===== config.mk =====
export PLATFORM = sky130hd
export DESIGN_NAME = mixer_iq_pipe
export DESIGN_NICKNAME = d
export VERILOG_FILES = /design/src/rtl/mixer_iq_pipe.sv
export SDC_FILE = /design/constraint.sdc
export NUM_CORES = 1
export LEC_CHECK = 0
export BUFFER_PORTS_ARGS = -buffer_cell sky130_fd_sc_hd__buf_4
export CAP_MARGIN = 0
export CORE_AREA = 3 3 229 231
export DETAILED_ROUTE_END_ITERATION = 10
export DIE_AREA = 0 0 232 234
export PLACE_DENSITY = 0.66
export SLEW_MARGIN = 25
export SYNTH_ARGS = -nofsm -noshare
export SYNTH_HDL_FRONTEND = slang
export SYNTH_SLANG_ARGS = --single-unit

===== constraint.sdc =====
create_clock -name clock -period 6.85 [get_ports clock]
set_input_delay 0.685 -clock clock [delete_from_list [all_inputs] [get_ports clock]]
set_output_delay 0.685 -clock clock [all_outputs]
set_load 0.005 [all_outputs]

===== src/rtl/mixer_iq_pipe.sv =====
// -----------------------------------------------------------------------------
// mixer_iq_pipe
//
// Purpose:
//   Three-stage pipelined IQ mixer between the DSM front-end datapath and the
//   decimation stage. Each I/Q sample is weighted by a ternary LO (-1/0/+1),
//   scaled by an unsigned Q0.CW gain, summed (I+Q), rounded half-up and
//   saturated to OUT_W bits. The LO weights come either from the LO_i/LO_q
//   pins or from an internal fs/4 quadrature phase counter.
//
//   Pipeline:
//     S1  apply LO weight (negating the most negative sample saturates)
//     S2  multiply each weighted stream by the gain register
//     S3  sum, round half up, clamp to the output range
//   A sample presented with in_valid in cycle N appears with out_valid in N+3.
//   Bubbles travel through the pipe untouched; mix_o holds between valid
//   results.
//
// Ports:
//   clock      in   1      rising-edge clock
//   reset_n    in   1      asynchronous active-low reset
//   in_valid   in   1      mixin_i/mixin_q/LO_* valid this cycle
//   mixin_i    in   DW     I sample, signed
//   mixin_q    in   DW     Q sample, signed
//   lo_int     in   1      1: internal fs/4 LO, 0: LO_i/LO_q pins
//   lo_sync    in   1      force internal LO phase to 0 for this sample
//   LO_i       in   2      external I weight: 1x=-1, 01=+1, 00=0
//   LO_q       in   2      external Q weight, same encoding
//   gain       in   CW     new gain value (Q0.CW, unsigned)
//   gain_load  in   1      capture gain into the gain register
//   sat_clr    in   1      clear sticky sat_o
//   out_valid  out  1      mix_o valid
//   mix_o      out  OUT_W  mixed, scaled, saturated result
//   sat_o      out  1      sticky saturation flag
// -----------------------------------------------------------------------------
module mixer_iq_pipe #(
    parameter int              DW       = 15,
    parameter int              CW       = 16,
    parameter int              OUT_W    = 15,
    parameter logic [CW-1:0]   GAIN_RST = 16'h50C3
) (
    input  logic               clock,
    input  logic               reset_n,
    input  logic               in_valid,
    input  logic [DW-1:0]      mixin_i,
    input  logic [DW-1:0]      mixin_q,
    input  logic               lo_int,
    input  logic               lo_sync,
    input  logic [1:0]         LO_i,
    input  logic [1:0]         LO_q,
    input  logic [CW-1:0]      gain,
    input  logic               gain_load,
    input  logic               sat_clr,
    output logic               out_valid,
    output logic [OUT_W-1:0]   mix_o,
    output logic               sat_o
);

    // Product width (DW x (CW+1) signed) and sum width (one growth bit).
    // The output clamp assumes SW > OUT_W, which holds for any sane setting.
    localparam int PW = DW + CW + 1;
    localparam int SW = DW + CW + 2;

    // LO weight codes, in the same encoding as the LO_i/LO_q pins.
    localparam logic [1:0] W_ZERO = 2'b00;
    localparam logic [1:0] W_POS  = 2'b01;
    localparam logic [1:0] W_NEG  = 2'b10;

    // Input sample range.
    localparam logic signed [DW-1:0] S_MAX = {1'b0, {(DW-1){1'b1}}};
    localparam logic signed [DW-1:0] S_MIN = {1'b1, {(DW-1){1'b0}}};

    // Output range expressed at sum width for a direct signed compare.
    localparam logic signed [SW-1:0] O_MAX = {{(SW-OUT_W+1){1'b0}}, {(OUT_W-1){1'b1}}};
    localparam logic signed [SW-1:0] O_MIN = {{(SW-OUT_W+1){1'b1}}, {(OUT_W-1){1'b0}}};

    // Half an output LSB at sum scale: 2^(CW-1).
    localparam logic [SW-1:0] ROUND_HALF = {{(SW-CW){1'b0}}, 1'b1, {(CW-1){1'b0}}};

    // -------------------------------------------------------------------------
    // Helper functions
    // -------------------------------------------------------------------------

    // Apply a ternary weight to a sample. Returns {saturated, value}.
    // Bit 1 of the code has priority, so 10 and 11 both mean -1.
    function automatic logic [DW:0] apply_weight(input logic signed [DW-1:0] x,
                                                 input logic [1:0]          code);
        logic [DW:0] res;
        if (code[1]) begin
            if (x == S_MIN) begin
                // -(-2^(DW-1)) does not fit; pin to the positive rail.
                res = {1'b1, S_MAX};
            end else begin
                res = {1'b0, -x};
            end
        end else if (code[0]) begin
            res = {1'b0, x};
        end else begin
            res = {1'b0, {DW{1'b0}}};
        end
        return res;
    endfunction

    // Clamp a rounded sum into the output range. Returns {clamped, value}.
    function automatic logic [OUT_W:0] clamp_out(input logic signed [SW-1:0] r);
        logic [OUT_W:0] res;
        if (r > O_MAX) begin
            res = {1'b1, O_MAX[OUT_W-1:0]};
        end else if (r < O_MIN) begin
            res = {1'b1, O_MIN[OUT_W-1:0]};
        end else begin
            res = {1'b0, r[OUT_W-1:0]};
        end
        return res;
    endfunction

    // -------------------------------------------------------------------------
    // Declarations
    // -------------------------------------------------------------------------
    logic [1:0]              phase_r;
    logic [CW-1:0]           gain_reg_r;

    logic [1:0]              phase_eff_s;
    logic [1:0]              int_wi_s;
    logic [1:0]              int_wq_s;
    logic [1:0]              wi_s;
    logic [1:0]              wq_s;
    logic [DW:0]             w_i_res_s;
    logic [DW:0]             w_q_res_s;

    logic                    s1_valid_r;
    logic signed [DW-1:0]    s1_i_r;
    logic signed [DW-1:0]    s1_q_r;
    logic                    s1_sat_r;

    logic signed [PW-1:0]    gain_ext_s;
    logic signed [PW-1:0]    p_i_s;
    logic signed [PW-1:0]    p_q_s;

    logic                    s2_valid_r;
    logic signed [PW-1:0]    s2_pi_r;
    logic signed [PW-1:0]    s2_pq_r;
    logic                    s2_sat_r;

    logic signed [SW-1:0]    sum_s;
    logic signed [SW-1:0]    round_s;
    logic signed [SW-1:0]    shifted_s;
    logic [OUT_W:0]          clamp_res_s;
    logic                    sat_set_s;

    logic                    out_valid_r;
    logic [OUT_W-1:0]        mix_r;
    logic                    sat_r;

    // -------------------------------------------------------------------------
    // LO weight selection
    // -------------------------------------------------------------------------

    // Internal fs/4 LO: lo_sync forces phase 0 for the current sample.
    always_comb begin
        int_wi_s = W_ZERO;
        int_wq_s = W_ZERO;
        if (lo_sync) begin
            phase_eff_s = 2'd0;
        end else begin
            phase_eff_s = phase_r;
        end
        case (phase_eff_s)
            2'd0: begin int_wi_s = W_POS;  int_wq_s = W_ZERO; end
            2'd1: begin int_wi_s = W_ZERO; int_wq_s = W_POS;  end
            2'd2: begin int_wi_s = W_NEG;  int_wq_s = W_ZERO; end
            2'd3: begin int_wi_s = W_ZERO; int_wq_s = W_NEG;  end
            default: begin int_wi_s = W_ZERO; int_wq_s = W_ZERO; end
        endcase
    end

    // Choose between the internal LO and the external LO pins.
    always_comb begin
        if (lo_int) begin
            wi_s = int_wi_s;
            wq_s = int_wq_s;
        end else begin
            wi_s = LO_i;
            wq_s = LO_q;
        end
    end

    // Phase counter: advances on valid samples only; resync restarts at 0 so
    // the next sample (if this one is valid) sees phase 1.
    always_ff @(posedge clock or negedge reset_n) begin
        if (!reset_n) begin
            phase_r <= 2'd0;
        end else if (lo_int) begin
            if (lo_sync) begin
                phase_r <= in_valid ? 2'd1 : 2'd0;
            end else if (in_valid) begin
                phase_r <= phase_r + 2'd1;
            end else begin
                phase_r <= phase_r;
            end
        end else begin
            phase_r <= phase_r;
        end
    end

    // Gain register: a load takes effect for samples entering S2 after the edge.
    always_ff @(posedge clock or negedge reset_n) begin
        if (!reset_n) begin
            gain_reg_r <= GAIN_RST;
        end else if (gain_load) begin
            gain_reg_r <= gain;
        end else begin
            gain_reg_r <= gain_reg_r;
        end
    end

    // -------------------------------------------------------------------------
    // S1: weight application
    // -------------------------------------------------------------------------
    assign w_i_res_s = apply_weight($signed(mixin_i), wi_s);
    assign w_q_res_s = apply_weight($signed(mixin_q), wq_s);

    // S1 register; data only updates on valid slots, flags follow the slot.
    always_ff @(posedge clock or negedge reset_n) begin
        if (!reset_n) begin
            s1_valid_r <= 1'b0;
            s1_i_r     <= {DW{1'b0}};
            s1_q_r     <= {DW{1'b0}};
            s1_sat_r   <= 1'b0;
        end else if (in_valid) begin
            s1_valid_r <= 1'b1;
            s1_i_r     <= w_i_res_s[DW-1:0];
            s1_q_r     <= w_q_res_s[DW-1:0];
            s1_sat_r   <= w_i_res_s[DW] | w_q_res_s[DW];
        end else begin
            s1_valid_r <= 1'b0;
            s1_i_r     <= s1_i_r;
            s1_q_r     <= s1_q_r;
            s1_sat_r   <= 1'b0;
        end
    end

    // -------------------------------------------------------------------------
    // S2: gain multiply (gain zero-extended, operands widened to PW so the
    // signed product is exact at PW bits)
    // -------------------------------------------------------------------------
    assign gain_ext_s = $signed({{(PW-CW){1'b0}}, gain_reg_r});
    assign p_i_s = $signed({{(PW-DW){s1_i_r[DW-1]}}, s1_i_r}) * gain_ext_s;
    assign p_q_s = $signed({{(PW-DW){s1_q_r[DW-1]}}, s1_q_r}) * gain_ext_s;

    // S2 register.
    always_ff @(posedge clock or negedge reset_n) begin
        if (!reset_n) begin
            s2_valid_r <= 1'b0;
            s2_pi_r    <= {PW{1'b0}};
            s2_pq_r    <= {PW{1'b0}};
            s2_sat_r   <= 1'b0;
        end else if (s1_valid_r) begin
            s2_valid_r <= 1'b1;
            s2_pi_r    <= p_i_s;
            s2_pq_r    <= p_q_s;
            s2_sat_r   <= s1_sat_r;
        end else begin
            s2_valid_r <= 1'b0;
            s2_pi_r    <= s2_pi_r;
            s2_pq_r    <= s2_pq_r;
            s2_sat_r   <= 1'b0;
        end
    end

    // -------------------------------------------------------------------------
    // S3: sum, round half up, clamp
    // -------------------------------------------------------------------------
    assign sum_s       = $signed({s2_pi_r[PW-1], s2_pi_r}) + $signed({s2_pq_r[PW-1], s2_pq_r});
    assign round_s     = sum_s + $signed(ROUND_HALF);
    assign shifted_s   = round_s >>> CW;
    assign clamp_res_s = clamp_out(shifted_s);

    // Saturation from either S1 negation or S3 clamp, only for real samples.
    assign sat_set_s = s2_valid_r & (s2_sat_r | clamp_res_s[OUT_W]);

    // Output register: mix_o holds its last value through bubbles.
    always_ff @(posedge clock or negedge reset_n) begin
        if (!reset_n) begin
            out_valid_r <= 1'b0;
            mix_r       <= {OUT_W{1'b0}};
        end else if (s2_valid_r) begin
            out_valid_r <= 1'b1;
            mix_r       <= clamp_res_s[OUT_W-1:0];
        end else begin
            out_valid_r <= 1'b0;
            mix_r       <= mix_r;
        end
    end

    // Sticky saturation flag; a new saturation beats a simultaneous clear.
    always_ff @(posedge clock or negedge reset_n) begin
        if (!reset_n) begin
            sat_r <= 1'b0;
        end else begin
            sat_r <= sat_set_s | (sat_r & ~sat_clr);
        end
    end

    assign out_valid = out_valid_r;
    assign mix_o     = mix_r;
    assign sat_o     = sat_r;

endmodule


==> impl_metrics.yaml <==
route:
  ant_nets: 0
  dr.pass1.iters: 6
  drt_iter0_markers: 1067
  routed_via_density: 5.39
  post_drt_wl_per_cell_um: 17.3
  routed-via-count: 18100
  drc: 0
  finalWirelength_um: 58200
logic_synthesis:
  syn_area_per_cell_um2: 9.03
  synth-async-reset-ratio: 1.00
  ys_types: 68
  synth-edff-count: 0
  synth_nets: 3340
  mappedNetlistArea_um2: 23800
  ys_ff_latch: 133
  yosysSeqAreaShare: 0.140
  netlist_instances: 2630
  yosysWarnings: 0
  synthFlopType: "dfrtp_1"
final_layout:
  antenna_cells: 0
  layout_common_cells: "inv_1 (506), fa_1 (362), nand2_1 (297)"
  layout.nets: 3387
  seq_area_um2: 3350
  final_common_cell: "inv_1"
  multi_input_area_um2: 18100
  syn2layout_area_growth_pct: 8.90
  n_fill_cell: 4729
  drive_above_1_share: 0.101
sta:
  clock_skew_ns: 0.0141
  setup_viol: 0
  report.final.slew_viol_count: 0
  slew-limit-headroom: 0.474
  hold_slack_ns: 0.270
  tightest_slew_ns: 0.789
  max_freq_mhz: 151
  rsz0062_at_grt: "no"
  finalCriticalPeriod_ns: 6.63
  setup_tns_ns: 0
  hold_viol_final: 0
  finalCritPeriodShare: 0.968
global_route:
  grt_pass1_vias: 18800
  grt_pass1_wl_um: 96400
  grt_max_degree: 81
  grt_antenna_before_repair: 1
  grt.total_usage: 0.225
  grt_overflow: 0
die:
  start_util: 0.473
  dieArea_um2: 54300
  io-pin-count: 74
  fp.dieW_um: 232
  die_h_um: 234
  core_um2: 50300
  rows: 82
setup_path:
  r2r-end: "s2_pq_r[29]"
  start_kind: "register"
  r2r_cells: 21
  reg2reg_from: "gain_reg_r[7]"
  crit_arrival_ns: 6.99
  timing.critical_path.slowest_cell_delay_ns: 0.74
  crit_path_cell_trace: "buf_6 -> nand2_1 -> fa_1 -> inv_1 -> fa_1 -> inv_1 -> fa_1 -> inv_1 -> fa_1 -> fa_1 -> inv_1 -> fa_1 -> inv_1 -> ha_1 -> and3_1 -> nand3_1 -> o211ai_1 -> a21oi_2 -> o31ai_1 -> xor2_1 -> mux2_2"
  reg2reg_setup_slack_ns: 0.22
  critPathKind: "register to register"
  cp.required_ns: 7.21
  critPathMostFrequentCell: "fa_1"
  crit_fanout: 16
  end_kind: "register"
  crit_path_top_delay_cell: "dfstp_4"
run_status:
  status: "finished clean"
place:
  gp_congestion: 0.913
  io_buffers: 73
  place_hpwl_um: 47900
cts:
  insertion_delay_ns: 0.48
  cts_inserted_buffers: 17
  cts.path.max_buffers: 2
  numClockSinks: 133
  postCtsSetupRepairBufs: 0
  cts_tree: "yes"
  cts_max_level: 4
  clkTransAtPathRegs_ns: 0.06
  cts_root_buf: "clkbuf_16"
job:
  cap_viol_max_count: 0
worst_hold_path:
  hold_class: "input pin to asynchronous set/reset pin"
## synthesized netlist by cell type, types with 3 or more instances
cell,n,area (µm²)
dfstp_2,6,158
nor4_1,4,25.0
o21ai_0,71,355
o22ai_1,7,43.8
and2_1,210,1310
a211oi_1,23,173
mux2_2,58,653
and3_1,8,50.1
nor2_1,105,394
mux2i_1,5,50.1
o21a_1,5,37.5
xor2_1,17,149
inv_1,506,1900
nand2b_1,18,113
a221o_1,4,40.0
fa_1,362,7250
nor2b_1,7,43.8
nand4_1,7,43.8
o31a_1,3,26.3
or3_4,6,67.6
o31ai_1,7,52.6
a31o_2,4,35.0
o2bb2ai_1,4,35.0
ha_1,291,3640
o21bai_1,15,113
nor3_1,16,80.1
o41ai_1,3,26.3
a21oi_1,112,561
or3_1,13,81.3
or2_2,4,25.0
nand2_1,297,1110
clkbuf_1,107,402
a211o_1,5,43.8
a221oi_1,8,70.1
o211ai_1,9,67.6
nand3_1,22,110
a31oi_1,20,125
xnor2_1,47,412
a21o_1,50,375
dfrtp_1,127,3180
## worst max-delay path by stage
stage / endpoint / from / slack, ns
2_1_floorplan: s2_pi_r[28] / gain_reg_r[14] / 0.37
3_3_place_gp: s2_pq_r[31] / gain_reg_r[7] / 0.21
3_5_place_dp: s2_pq_r[30] / gain_reg_r[7] / 0.10
4_1_cts: s2_pq_r[30] / gain_reg_r[7] / 0.08
5_1_grt: s2_pq_r[24] / gain_reg_r[6] / 0.008
6_report: s2_pq_r[29] / gain_reg_r[7] / 0.22
## what timing repair did
action | 4_1_cts | 5_1_grt
hold buffers | 0 | 0
gates resized for setup | 0 | 13
setup endpoints to repair | 0 | 12
## registers in the layout (all words and copies together) (netlist names), 2 cells and up
signal / flops
s1_i_r: 15
s2_pq_r: 32
s1_q_r: 15
phase_r: 2
gain_reg_r: 16
s2_pi_r: 32
mix_o: 15
## kinds of logic (layout without fill, tap and decap cells)
logic type | Yosys count | count (layout) | synth area share
mux | 63 | 63 | 0.0296
compound gates | 368 | 368 | 0.0987
simple gates | 728 | 728 | 0.150
fa+ha+maj | 653 | 653 | 0.458
flops | 133 | 133 | 0.140
xor+xnor | 64 | 64 | 0.0236
buf+inv | 621 | 681 | 0.0992
## per-stage QoR
stage                     instances  cell area [µm²]  setup WS [ns]   util
after CTS                      3362            25800         0.0796  0.514
after global placement         3330            25300          0.210  0.503
after floorplan                2630            23800          0.370      -
final                          3362            25900          0.217  0.515
after global routing           3362            25900        0.00769  0.515
after detailed placement       3330            25300          0.100  0.503
## metal layers
layer	track usage	wire, µm
met5	0	0
met4	0.0856	2130
met3	0.0346	2930
met2	0.370	28000
met1	0.301	25100
## worst max-delay path, delay by kind of cell (launching register included)
kind / cells / cell delay, ns
fa+ha+maj: 7 / 3.32
buf+inv: 6 / 0.52
flops: 1 / 0.74
simple gates: 3 / 0.50
xor+xnor: 1 / 0.13
compound gates: 3 / 1.02
mux: 1 / 0.28
## cell type report
| type | instances | share of cell area |
|---|---|---|
| inverters | 507 | 0.0736 |
| flip-flops and latches | 133 | 0.129 |
| repair buffers | 142 | 0.0434 |
| well taps | 672 | 0.0325 |
| clock inverters | 15 | 0.00513 |
| multi-input cells | 1876 | 0.700 |
| clock buffers | 17 | 0.0164 |
Power is left out: the tool's default activity adds up to more than one toggle a clock period on the data nets, which glitch-free logic cannot reach.
